**config.mk**
```make
export PLATFORM = sky130hd
export DESIGN_NAME = pwm_gen_multi
export DESIGN_NICKNAME = d
export VERILOG_FILES = /design/src/rtl/pwm_gen_pkg.sv /design/src/rtl/pwm_gen_multi_chan.sv /design/src/rtl/pwm_gen_multi.sv
export SDC_FILE = /design/constraint.sdc
export NUM_CORES = 1
export LEC_CHECK = 0
export CAP_MARGIN = 30
export CORE_ASPECT_RATIO = 0.9
export CORE_MARGIN = 2
export CORE_UTILIZATION = 45
export CTS_CLUSTER_SIZE = 20
export DETAILED_ROUTE_END_ITERATION = 8
export GPL_TIMING_DRIVEN = 0
export SLEW_MARGIN = 5
export SYNTH_ARGS = -nofsm -noshare
export SYNTH_HDL_FRONTEND = slang
export SYNTH_SLANG_ARGS = --single-unit
```
**constraint.sdc**
```tcl
create_clock -name clk -period 14.6 [get_ports clk]
set_clock_uncertainty 0.05 [all_clocks]
set_input_delay 2.92 -clock clk [delete_from_list [all_inputs] [get_ports clk]]
set_output_delay 2.92 -clock clk [all_outputs]
set_load 0.02 [all_outputs]
```
**src/rtl/pwm_gen_pkg.sv**
```systemverilog
// Shared types for the multi-channel waveform generator.
// Contents: channel state enum, run-mode encodings, per-channel configuration struct.
// Field widths here set the duration and burst widths used by every channel.
package pwm_gen_pkg;

    // Duration (high/low) and burst-count field widths carried in cfg_t.
    localparam int PWM_WIDTH   = 8;
    localparam int PWM_BURST_W = 8;

    // Run modes; encoding 3 is reserved and behaves as continuous.
    localparam logic [1:0] MODE_CONT    = 2'd0;
    localparam logic [1:0] MODE_ONESHOT = 2'd1;
    localparam logic [1:0] MODE_BURST   = 2'd2;

    typedef enum logic [1:0] {
        ST_IDLE = 2'd0,
        ST_HIGH = 2'd1,
        ST_LOW  = 2'd2
    } state_t;

    typedef struct packed {
        logic [PWM_WIDTH-1:0]   high;   // high-phase duration, ticks
        logic [PWM_WIDTH-1:0]   low;    // low-phase duration, ticks
        logic [1:0]             mode;   // MODE_* encoding
        logic [PWM_BURST_W-1:0] count;  // periods per burst
        logic                   pol;    // 1 inverts output and idle level
    } cfg_t;

endpackage

```
**src/rtl/pwm_gen_multi_chan.sv**
```systemverilog
// One waveform channel: shadow/active config, IDLE/HIGH/LOW FSM, phase and period counters.
// Ports: clk/reset, i_tick enable, i_we + i_cfg shadow write, i_start/i_stop, o_wave/o_busy/o_done.
// Outputs are registered; start->wave/busy is one clock. Config is latched into the active set at each HIGH entry.
module pwm_chan
    import pwm_gen_pkg::*;
(
    input  logic clk,
    input  logic reset,
    input  logic i_tick,
    input  logic i_we,
    input  cfg_t i_cfg,
    input  logic i_start,
    input  logic i_stop,
    output logic o_wave,
    output logic o_busy,
    output logic o_done
);

    cfg_t                   r_shadow;
    cfg_t                   r_act;
    state_t                 r_state;
    logic [PWM_WIDTH-1:0]   r_cnt;
    logic [PWM_BURST_W-1:0] r_pcnt;
    logic                   r_wave;
    logic                   r_done;

    cfg_t                   w_eff;
    cfg_t                   w_act_nxt;
    state_t                 w_state_nxt;
    logic [PWM_WIDTH-1:0]   w_cnt_nxt;
    logic [PWM_BURST_W-1:0] w_pcnt_nxt;
    logic                   w_done_nxt;
    state_t                 w_ent_state;
    logic [PWM_WIDTH-1:0]   w_ent_cnt;
    logic                   w_start_ok;
    logic                   w_period_end;
    logic                   w_unused_act;

    // A write in the same cycle as a start or period boundary is used directly,
    // so the new values take effect without waiting a cycle for the shadow.
    assign w_eff = i_we ? i_cfg : r_shadow;

    // Where a new period begins: zero high skips straight to LOW, zero high
    // and low together leaves nothing to run.
    always_comb begin
        w_ent_state = ST_IDLE;
        w_ent_cnt   = '0;
        if (w_eff.high != '0) begin
            w_ent_state = ST_HIGH;
            w_ent_cnt   = w_eff.high - 1'b1;
        end else if (w_eff.low != '0) begin
            w_ent_state = ST_LOW;
            w_ent_cnt   = w_eff.low - 1'b1;
        end
    end

    assign w_start_ok = (w_ent_state != ST_IDLE) &&
                        !((w_eff.mode == MODE_BURST) && (w_eff.count == '0));

    // End of a period: tick at counter zero in LOW, or in HIGH when low=0.
    assign w_period_end = i_tick && (r_cnt == '0) &&
                          ((r_state == ST_LOW) ||
                           ((r_state == ST_HIGH) && (r_act.low == '0)));

    always_comb begin
        w_state_nxt = r_state;
        w_cnt_nxt   = r_cnt;
        w_pcnt_nxt  = r_pcnt;
        w_act_nxt   = r_act;
        w_done_nxt  = 1'b0;

        case (r_state)
            ST_IDLE: begin
                if (i_start && w_start_ok) begin
                    w_state_nxt = w_ent_state;
                    w_cnt_nxt   = w_ent_cnt;
                    w_pcnt_nxt  = w_eff.count;
                    w_act_nxt   = w_eff;
                end
            end
            ST_HIGH, ST_LOW: begin
                if (w_period_end) begin
                    if (r_act.mode == MODE_ONESHOT ||
                        (r_act.mode == MODE_BURST && r_pcnt <= PWM_BURST_W'(1))) begin
                        w_state_nxt = ST_IDLE;
                        w_cnt_nxt   = '0;
                        w_done_nxt  = 1'b1;
                    end else begin
                        if (r_act.mode == MODE_BURST) begin
                            w_pcnt_nxt = r_pcnt - 1'b1;
                        end
                        // Reprogrammed to 0/0 while running: nothing left to
                        // generate, so the channel falls idle without done.
                        w_state_nxt = w_ent_state;
                        w_cnt_nxt   = w_ent_cnt;
                        w_act_nxt   = w_eff;
                    end
                end else if (i_tick) begin
                    if (r_cnt != '0) begin
                        w_cnt_nxt = r_cnt - 1'b1;
                    end else begin
                        // HIGH finished with a non-zero LOW phase to follow.
                        w_state_nxt = ST_LOW;
                        w_cnt_nxt   = r_act.low - 1'b1;
                    end
                end
            end
            default: begin
                w_state_nxt = ST_IDLE;
                w_cnt_nxt   = '0;
            end
        endcase

        // Abort overrides everything, including a coincident start or completion.
        if (i_stop) begin
            w_state_nxt = ST_IDLE;
            w_cnt_nxt   = '0;
            w_done_nxt  = 1'b0;
        end
    end

    always_ff @(posedge clk) begin
        if (reset) begin
            r_state  <= ST_IDLE;
            r_cnt    <= '0;
            r_pcnt   <= '0;
            r_shadow <= '0;
            r_act    <= '0;
            r_wave   <= 1'b0;
            r_done   <= 1'b0;
        end else begin
            r_state <= w_state_nxt;
            r_cnt   <= w_cnt_nxt;
            r_pcnt  <= w_pcnt_nxt;
            r_act   <= w_act_nxt;
            r_done  <= w_done_nxt;
            if (i_we) begin
                r_shadow <= i_cfg;
            end
            // Polarity tracks the shadow register at all times, even in IDLE.
            r_wave <= (w_state_nxt == ST_HIGH) ^ w_eff.pol;
        end
    end

    // Active high/count/pol are latched with the rest of the set but only
    // low and mode are consulted mid-period.
    assign w_unused_act = ^{r_act.high, r_act.count, r_act.pol};

    assign o_wave = r_wave;
    assign o_busy = (r_state != ST_IDLE);
    assign o_done = r_done;

endmodule

```
**src/rtl/pwm_gen_multi.sv**
```systemverilog
// Multi-channel programmable rectangular-wave generator (CHANNELS x pwm_chan).
// Ports: clk/reset, tick, cfg_we/cfg_ch + cfg fields, start/stop vectors; wave/busy/done per channel.
// One clock from start to wave/busy; top only decodes cfg_ch and fans the config bus out.
module pwm_gen_multi
    import pwm_gen_pkg::*;
#(
    parameter int CHANNELS = 4,
    // WIDTH and BURST_W size the ports and must equal PWM_WIDTH / PWM_BURST_W.
    parameter int WIDTH    = PWM_WIDTH,
    parameter int BURST_W  = PWM_BURST_W,
    parameter int CH_W     = (CHANNELS > 1) ? $clog2(CHANNELS) : 1
)(
    input  logic                clk,
    input  logic                reset,
    input  logic                tick,
    input  logic                cfg_we,
    input  logic [CH_W-1:0]     cfg_ch,
    input  logic [WIDTH-1:0]    cfg_high,
    input  logic [WIDTH-1:0]    cfg_low,
    input  logic [1:0]          cfg_mode,
    input  logic [BURST_W-1:0]  cfg_count,
    input  logic                cfg_pol,
    input  logic [CHANNELS-1:0] start,
    input  logic [CHANNELS-1:0] stop,
    output logic [CHANNELS-1:0] wave,
    output logic [CHANNELS-1:0] busy,
    output logic [CHANNELS-1:0] done
);

    cfg_t w_cfg;

    assign w_cfg = '{high: cfg_high, low: cfg_low, mode: cfg_mode,
                     count: cfg_count, pol: cfg_pol};

    for (genvar gi = 0; gi < CHANNELS; gi++) begin : g_chan
        logic w_we;

        assign w_we = cfg_we && (cfg_ch == CH_W'(gi));

        pwm_chan u_chan (
            .clk     (clk),
            .reset   (reset),
            .i_tick  (tick),
            .i_we    (w_we),
            .i_cfg   (w_cfg),
            .i_start (start[gi]),
            .i_stop  (stop[gi]),
            .o_wave  (wave[gi]),
            .o_busy  (busy[gi]),
            .o_done  (done[gi])
        );
    end

endmodule

```
---- Word-level counts from Yosys, hierarchy flattened ----
Index checks and enable logic that the tools add are counted.
storage, ports and cells
  bits of input ports ..................... 41
  output and inout bits ................... 12
  register bits after elaboration ......... 228
  logic and storage cells ................. 352
operators by class
  add/sub/neg operators ................... 20
  order comparisons ....................... 4
  muxes and demuxes ....................... 112
  reductions and logical operators ........ 109
  bitwise gates (word level) .............. 12
  eq/ne operators ......................... 47
operators with widths
  kind                                                                     count
  8-bit two-way mux                                                        44
  19-bit two-way mux                                                       12
  8-bit by 1-bit subtractor with 8-bit output, second input constant       20
  19-bit case mux with 2 select lines                                      4
  8-bit case mux with 2 select lines                                       8
  27-bit two-way mux                                                       4
  8-bit logical NOT                                                        12
  8-bit nonzero test                                                       12
  2-bit two-way mux                                                        32
  8-bit by 1-bit <= comparator with 1-bit output, second input constant    4
  1-bit logical AND                                                        32
  2-bit equality test, second input constant                               14
  2-bit by 1-bit equality test with 1-bit output, second input constant    13
  2-bit by 1-bit inequality test with 1-bit output, second input constant  12
  2-bit nonzero test                                                       12
  5-bit AND reduction                                                      4
  2-bit case mux with 2 select lines                                       4
  4-bit AND reduction                                                      4
  2-bit OR reduction                                                       8
  4-bit OR reduction                                                       4
  3-bit by 2-bit inequality test with 1-bit output, second input constant  4
  2-bit logical NOT                                                        5
  1-bit logical OR                                                         8
  2-bit inequality test, second input constant                             4
  5 further kinds                                                          24

---- Depth between registers and ports, before layout ----
Gate-level depths: netlist (run 1).
  depth after elaboration ................. 14
  gate-level depth with buffers ........... 16

---- Modules after synthesis ----
From an unflattened synthesis (run 1), not the netlist that was laid out.
second synthesis, totals
  cell total of the unflattened synthesis .. 1601
  area, all modules ....................... 13844.5 um^2
by module, submodules not included
  module                            area an instance (um^2)  cells each  instances
  pwm_chan at g_chan[0].u_chan ...  3573.4                   404         2
  pwm_chan at g_chan[3].u_chan      3354.5                   402         1
  pwm_chan at g_chan[2].u_chan      3305.7                   387         1
  pwm_gen_multi                     37.5                     4           1

---- Least setup slack after synthesis (run 1) ----
No wires, ideal clock.
  path type ............................... input to register
  start ................................... in cfg_we
  end ..................................... reg g_chan[0].u_chan.r_wave
  setup time .............................. 0.123 ns
  cell stages on the path ................. 15
  arrival time ............................ 6.733 ns
  slack ................................... 7.694 ns
  path through ............................ or3b_1 -> clkbuf_1 -> buf_1 -> clkbuf_1 -> clkbuf_1 -> mux2i_1 -> ha_1 -> nand2b_1 -> or4_4 -> and2_1 -> buf_6 -> a22o_1 -> a222oi_1 -> nor4b_1 -> mux2_1
between the ends
  word-level cells in the longest chain between the ends .. 13
  elaborated cells on any way between the ends .. 20
  classes of those cells .................. eq/ne: 2; mux: 8; bitwise: 1; reduce/logical: 9
RTL lines
  item                                            line                       text
  start: declaration                              pwm_gen_multi.sv:16        input logic cfg_we,
  1-bit logical AND (*)                           pwm_gen_multi.sv:38        assign w_we = cfg_we && (cfg_ch == CH_W'(gi));
  27-bit two-way mux (*)                          -
  8-bit nonzero test                              pwm_gen_multi_chan.sv:51   end else if (w_eff.low != '0) begin
  2-bit two-way mux                               pwm_gen_multi_chan.sv:51
  2-bit two-way mux                               pwm_gen_multi_chan.sv:48   if (w_eff.high != '0) begin
  2-bit nonzero test                              pwm_gen_multi_chan.sv:57   assign w_start_ok = (w_ent_state != ST_IDLE) &&
  1-bit logical AND                               pwm_gen_multi_chan.sv:57
  1-bit logical AND                               pwm_gen_multi_chan.sv:74   if (i_start && w_start_ok) begin
  2-bit two-way mux                               pwm_gen_multi_chan.sv:74
  2-bit case mux with 2 select lines              pwm_gen_multi_chan.sv:72   case (r_state)
  2-bit two-way mux                               pwm_gen_multi_chan.sv:115  if (i_stop) begin
  2-bit by 1-bit equality test with 1-bit output  pwm_gen_multi_chan.sv:141  r_wave <= (w_state_nxt == ST_HIGH) ^ w_eff.pol;
  1-bit bitwise XOR (*)                           pwm_gen_multi_chan.sv:141
  end signal: assignment                          pwm_gen_multi_chan.sv:141
  end: declaration                                pwm_gen_multi_chan.sv:24   logic r_wave;
Mark *: on every way between the ends. The rest lies on a longest branch, timed or not.
A chain may end at the register's enable or synchronous reset.

---- Final worst setup path (run 1) ----
  start ................................... in cfg_ch[0]
  end ..................................... reg g_chan[0].u_chan.r_wave
between the ends
  word-level cells in the longest chain between the ends .. 14
  elaborated cells on any way between the ends .. 21
  classes of those cells .................. eq/ne: 2; mux: 8; bitwise: 1; reduce/logical: 10
RTL lines
  item                                            line                       text
  start: declaration                              pwm_gen_multi.sv:17        input logic [CH_W-1:0] cfg_ch,
  2-bit logical NOT (*)                           pwm_gen_multi.sv:38
  1-bit logical AND (*)                           pwm_gen_multi.sv:38
  27-bit two-way mux (*)                          -
  8-bit nonzero test                              pwm_gen_multi_chan.sv:51
  2-bit two-way mux                               pwm_gen_multi_chan.sv:51
  2-bit two-way mux                               pwm_gen_multi_chan.sv:48
  2-bit nonzero test                              pwm_gen_multi_chan.sv:57
  1-bit logical AND                               pwm_gen_multi_chan.sv:57
  1-bit logical AND                               pwm_gen_multi_chan.sv:74
  2-bit two-way mux                               pwm_gen_multi_chan.sv:74
  2-bit case mux with 2 select lines              pwm_gen_multi_chan.sv:72
  2-bit two-way mux                               pwm_gen_multi_chan.sv:115
  2-bit by 1-bit equality test with 1-bit output  pwm_gen_multi_chan.sv:141
  1-bit bitwise XOR (*)                           pwm_gen_multi_chan.sv:141
Marked as above.

==> impl_metrics.csv, run 1 <==
group,metric,value,unit
worst_setup_path,rrSetupSlack,11310,ps
detailed_routing,dr.pass1.iters,5,
floorplanning,row_count,61,
synthesis,syn_nets,1869,
run_status,status,"finished clean",
worst_setup_path,r2r_cells,10,
timing,hold_viol_final,0,
timing,layout_setup_ws,6850,ps
worst_setup_path,timing.rr.end,"g_chan[0].u_chan.r_pcnt[6]$_SDFFE_PP0P_",
floorplanning,initial_core_util,45.5,%
placement,dpl.cell_count,2240,
hold_path,hold_end,"g_chan[3].u_chan.r_act[18]$_SDFFE_PP0P_",
worst_setup_path,crit_chain,"clkdlybuf4s50_1 > or3b_1 > clkbuf_1 > buf_1 > clkbuf_1 > clkbuf_1 > mux2i_1 > ha_1 > nand2b_1 > or4_4 > and2_1 > buf_6 > a22o_1 > a222oi_1 > nor4b_1 > mux2_1",
synthesis,synth_flop_cell,"dfxtp_1",
layout,fillers,3032,
cts,path_clk_slew,60,ps
placement,dp_hpwl,35.2,mm
detailed_routing,dr.first_iter.drc_count,1248,
worst_setup_path,arrival,8140,ps
pwr,totalPowerFinal,1.97,mW
floorplanning,ios,53,
floorplanning,die_y,171,um
pwr,p_seq_share,35.3,%
cts,cts_root_buf,"clkbuf_16",
synthesis,synth_edf_count,0,
timing,maxSlewHeadroom,27.6,%
timing,fin_tns_setup,0,ps
worst_setup_path,critPathCaptureType,"register",
pwr,vdd.ir_drop.worst,0.105,mV
detailed_routing,drc,0,
synthesis,synth_async_sr_flop_share,0,%
timing,period_share,53.0,%
worst_setup_path,path_class,"input pin to register",
worst_setup_path,slowest_stage,"clkbuf_1",
cts,htreeDepth,1,
worst_setup_path,crit-reg2reg-launch,"g_chan[0].u_chan.r_pcnt[0]$_SDFFE_PP0P_",
pwr,powerDensity,124,mW/mm2
hold_path,hp-class,"register to register",
cts,tritoncts,"built",
floorplanning,core_area,0.0307,mm2
layout,finalNonFillerCells,2287,
synthesis,ys_seq_elements,228,
layout,finalNetCount,1944,
global_route,grt_antenna_before_repair,0,
synthesis,yosysSeqAreaShare,32.7,%
detailed_routing,wl_per_cell,21.0,um
flow_run,maxCapViolCount,0,
global_route,grt_max_degree,14,
pwr,power.share.combinational,29.3,%
timing,period_minus_slack,7750,ps
cts,cts.sinks,228,
pwr,clock_power_share,35.4,%
floorplanning,fp.dieW,190,um
synthesis,syn_area_per_cell,7.82,um2
cts,post-cts-setup-buffers,0,
placement,post_dp_cell_area,0.0149,mm2
cts,clock_latency,560,ps
timing,setup_violations,0,
layout,final_core_util,51.6,%
detailed_routing,ant_nets,0,
layout,drive_gt1_share,5.91,%
placement,dp_slack,6340,ps
timing,drv_slew,0,
synthesis,syn_area,0.0140,mm2
timing,timing.hold.ws,419,ps
cts,cts_hold_buf,0,
cts,postCtsResizedCells,0,
pwr,p_int,1.29,mW
layout,diodes,0,
global_route,grt_pass1_vias,12504,
worst_setup_path,critPathMostFrequentCell,"clkbuf_1",
layout,area_growth,13.5,%
worst_setup_path,path_max_fanout,10,
placement,routabilityCongestion,0.931,
synthesis,synth_cell_type_count,81,
pwr,p_sw_share,34.5,%
timing,fmax,129,MHz
pwr,cellLeakagePower,6.22,nW
detailed_routing,route.vias.total,13767,
timing,rsz0062_at_grt,"false",
worst_setup_path,crit_family,"buffers and inverters",
layout,fin_area,0.0158,mm2
timing,worstMarginPinSlew,1080,ps
global_route,grt.total_usage,29.0,%
synthesis,syn_inst,1784,
global_route,overflow,0,
placement,portBuffers,43,
detailed_routing,vias_per_cell,6.02,
synthesis,ys.warnings.count,0,
global_route,grt_pass1_wl,73.1,mm
worst_setup_path,path_buf_inv,6,
hold_path,worstHoldStart,"g_chan[3].u_chan.r_act[18]$_SDFFE_PP0P_",
cts,clockBufferDepth,3,
pwr,p_sw,0.678,mW
floorplanning,die_area,0.0324,mm2
detailed_routing,wl,48.0,mm
worst_setup_path,slowest_delay,620,ps
worst_setup_path,cp.required,15000,ps
cts,cts_made_buffers,26,
worst_setup_path,worstSetupStartpointType,"input pin",
hold_path,min_path_cells,2,
-- cells in the mapped netlist, drive strengths merged, types with 37 or more instances --
library cell | number | area, um2
a21oi | 161 | 806
nor4 | 37 | 231
nor3 | 68 | 345
buf | 37 | 214
clkbuf | 80 | 300
o21ai | 72 | 360
ha | 44 | 551
nor2 | 223 | 837
inv | 41 | 154
nand2 | 173 | 649
xnor2 | 44 | 385
mux2i | 106 | 1060
dfxtp | 228 | 4560
-- registers in the layout, summed over array words and instances, names as in the netlist --
name                    count
g_chan.u_chan.r_shadow    108
g_chan.u_chan.r_act        40
g_chan.u_chan.r_cnt        32
g_chan.u_chan.r_pcnt       32
g_chan.u_chan.r_state       8
g_chan.u_chan.o_done        4
g_chan.u_chan.o_wave        4
-- metal layers --
| layer | global-route usage (%) | wire length, um |
|---|---|---|
| met2 | 44.5 | 20600 |
| met1 | 41.8 | 22200 |
| met5 | 0 | 0 |
| met3 | 3.71 | 3390 |
| met4 | 10.3 | 1800 |
-- placed cells by master (no fill, tap or decap), drive strengths merged, types with 43 or more instances in the layout --
| cell type | n |
|---|---|
| nor3 | 68 |
| dfxtp | 228 |
| o21ai | 72 |
| clkdlybuf4s50 | 43 |
| xnor2 | 44 |
| nand2 | 173 |
| ha | 44 |
| clkbuf | 114 |
| mux2i | 106 |
| nor2 | 223 |
| a21oi | 161 |
-- kinds of logic after synthesis --
| family | after synthesis | share of synthesized area (%) |
|---|---|---|
| AND/OR/NAND/NOR | 741 | 26.3 |
| AO/OA/AOI/OAI | 429 | 19.6 |
| flip-flops | 228 | 32.7 |
| buffers and inverters | 158 | 4.79 |
| multiplexers | 113 | 8.17 |
| XOR/XNOR | 71 | 4.46 |
| adder cells (fa/ha/maj) | 44 | 3.94 |
-- cell type report --
class	instances	area, um2	area share [%]
clock buffers	34	752	4.75
repair buffers	47	464	2.93
clock inverters	13	148	0.932
flip-flops and latches	228	4560	28.8
plain buffers	117	514	3.25
multi-input cells	1398	8730	55.1
inverters	41	154	0.972
well taps	409	512	3.23
-- worst max-delay path by stage --
stage,start,end,cells after the start
after floorplan,cfg_we,g_chan[0].u_chan.o_wave$_SDFF_PP0_,15
after global placement,cfg_ch[0],g_chan[0].u_chan.r_pcnt[1]$_SDFFE_PP0P_,16
after detailed placement,cfg_ch[0],g_chan[0].u_chan.r_pcnt[1]$_SDFFE_PP0P_,16
after CTS,cfg_ch[0],g_chan[0].u_chan.r_pcnt[1]$_SDFFE_PP0P_,16
after global routing,cfg_ch[0],g_chan[0].u_chan.r_pcnt[6]$_SDFFE_PP0P_,16
final,cfg_ch[0],g_chan[0].u_chan.o_wave$_SDFF_PP0_,16
-- worst min-delay path: stages (launching register included) --
cell and delay, ps:
dfxtp_1 320, nand2_1 50, a21oi_1 50
-- power groups by stage --
stage          combinational, mW  clock (mW)  sequential, mW
2_1_floorplan              0.411           0           0.696
4_1_cts                    0.565       0.707           0.692
6_report                   0.576       0.696           0.694
3_3_place_gp               0.559           0           0.706
3_5_place_dp               0.561           0           0.706
5_1_grt                    0.629       0.732           0.699
Power figures use the tool's default switching activity.
==> run 2, diff against run 1 <==
- clock period: 14.6 -> 7.6 ns (I/O delays scaled with it)
==> results of run 2 <==
The final DEF is identical to that of run 1. Status: finished clean.
Among the figures that moved: setup slack after placement 6340 ps -> 740 ps; setup slack after layout 6850 ps -> 1250 ps; register-to-register setup slack 11310 ps -> 4310 ps; total power 1.97 mW -> 3.78 mW; worst IR drop on VDD 0.105 mV -> 0.202 mV
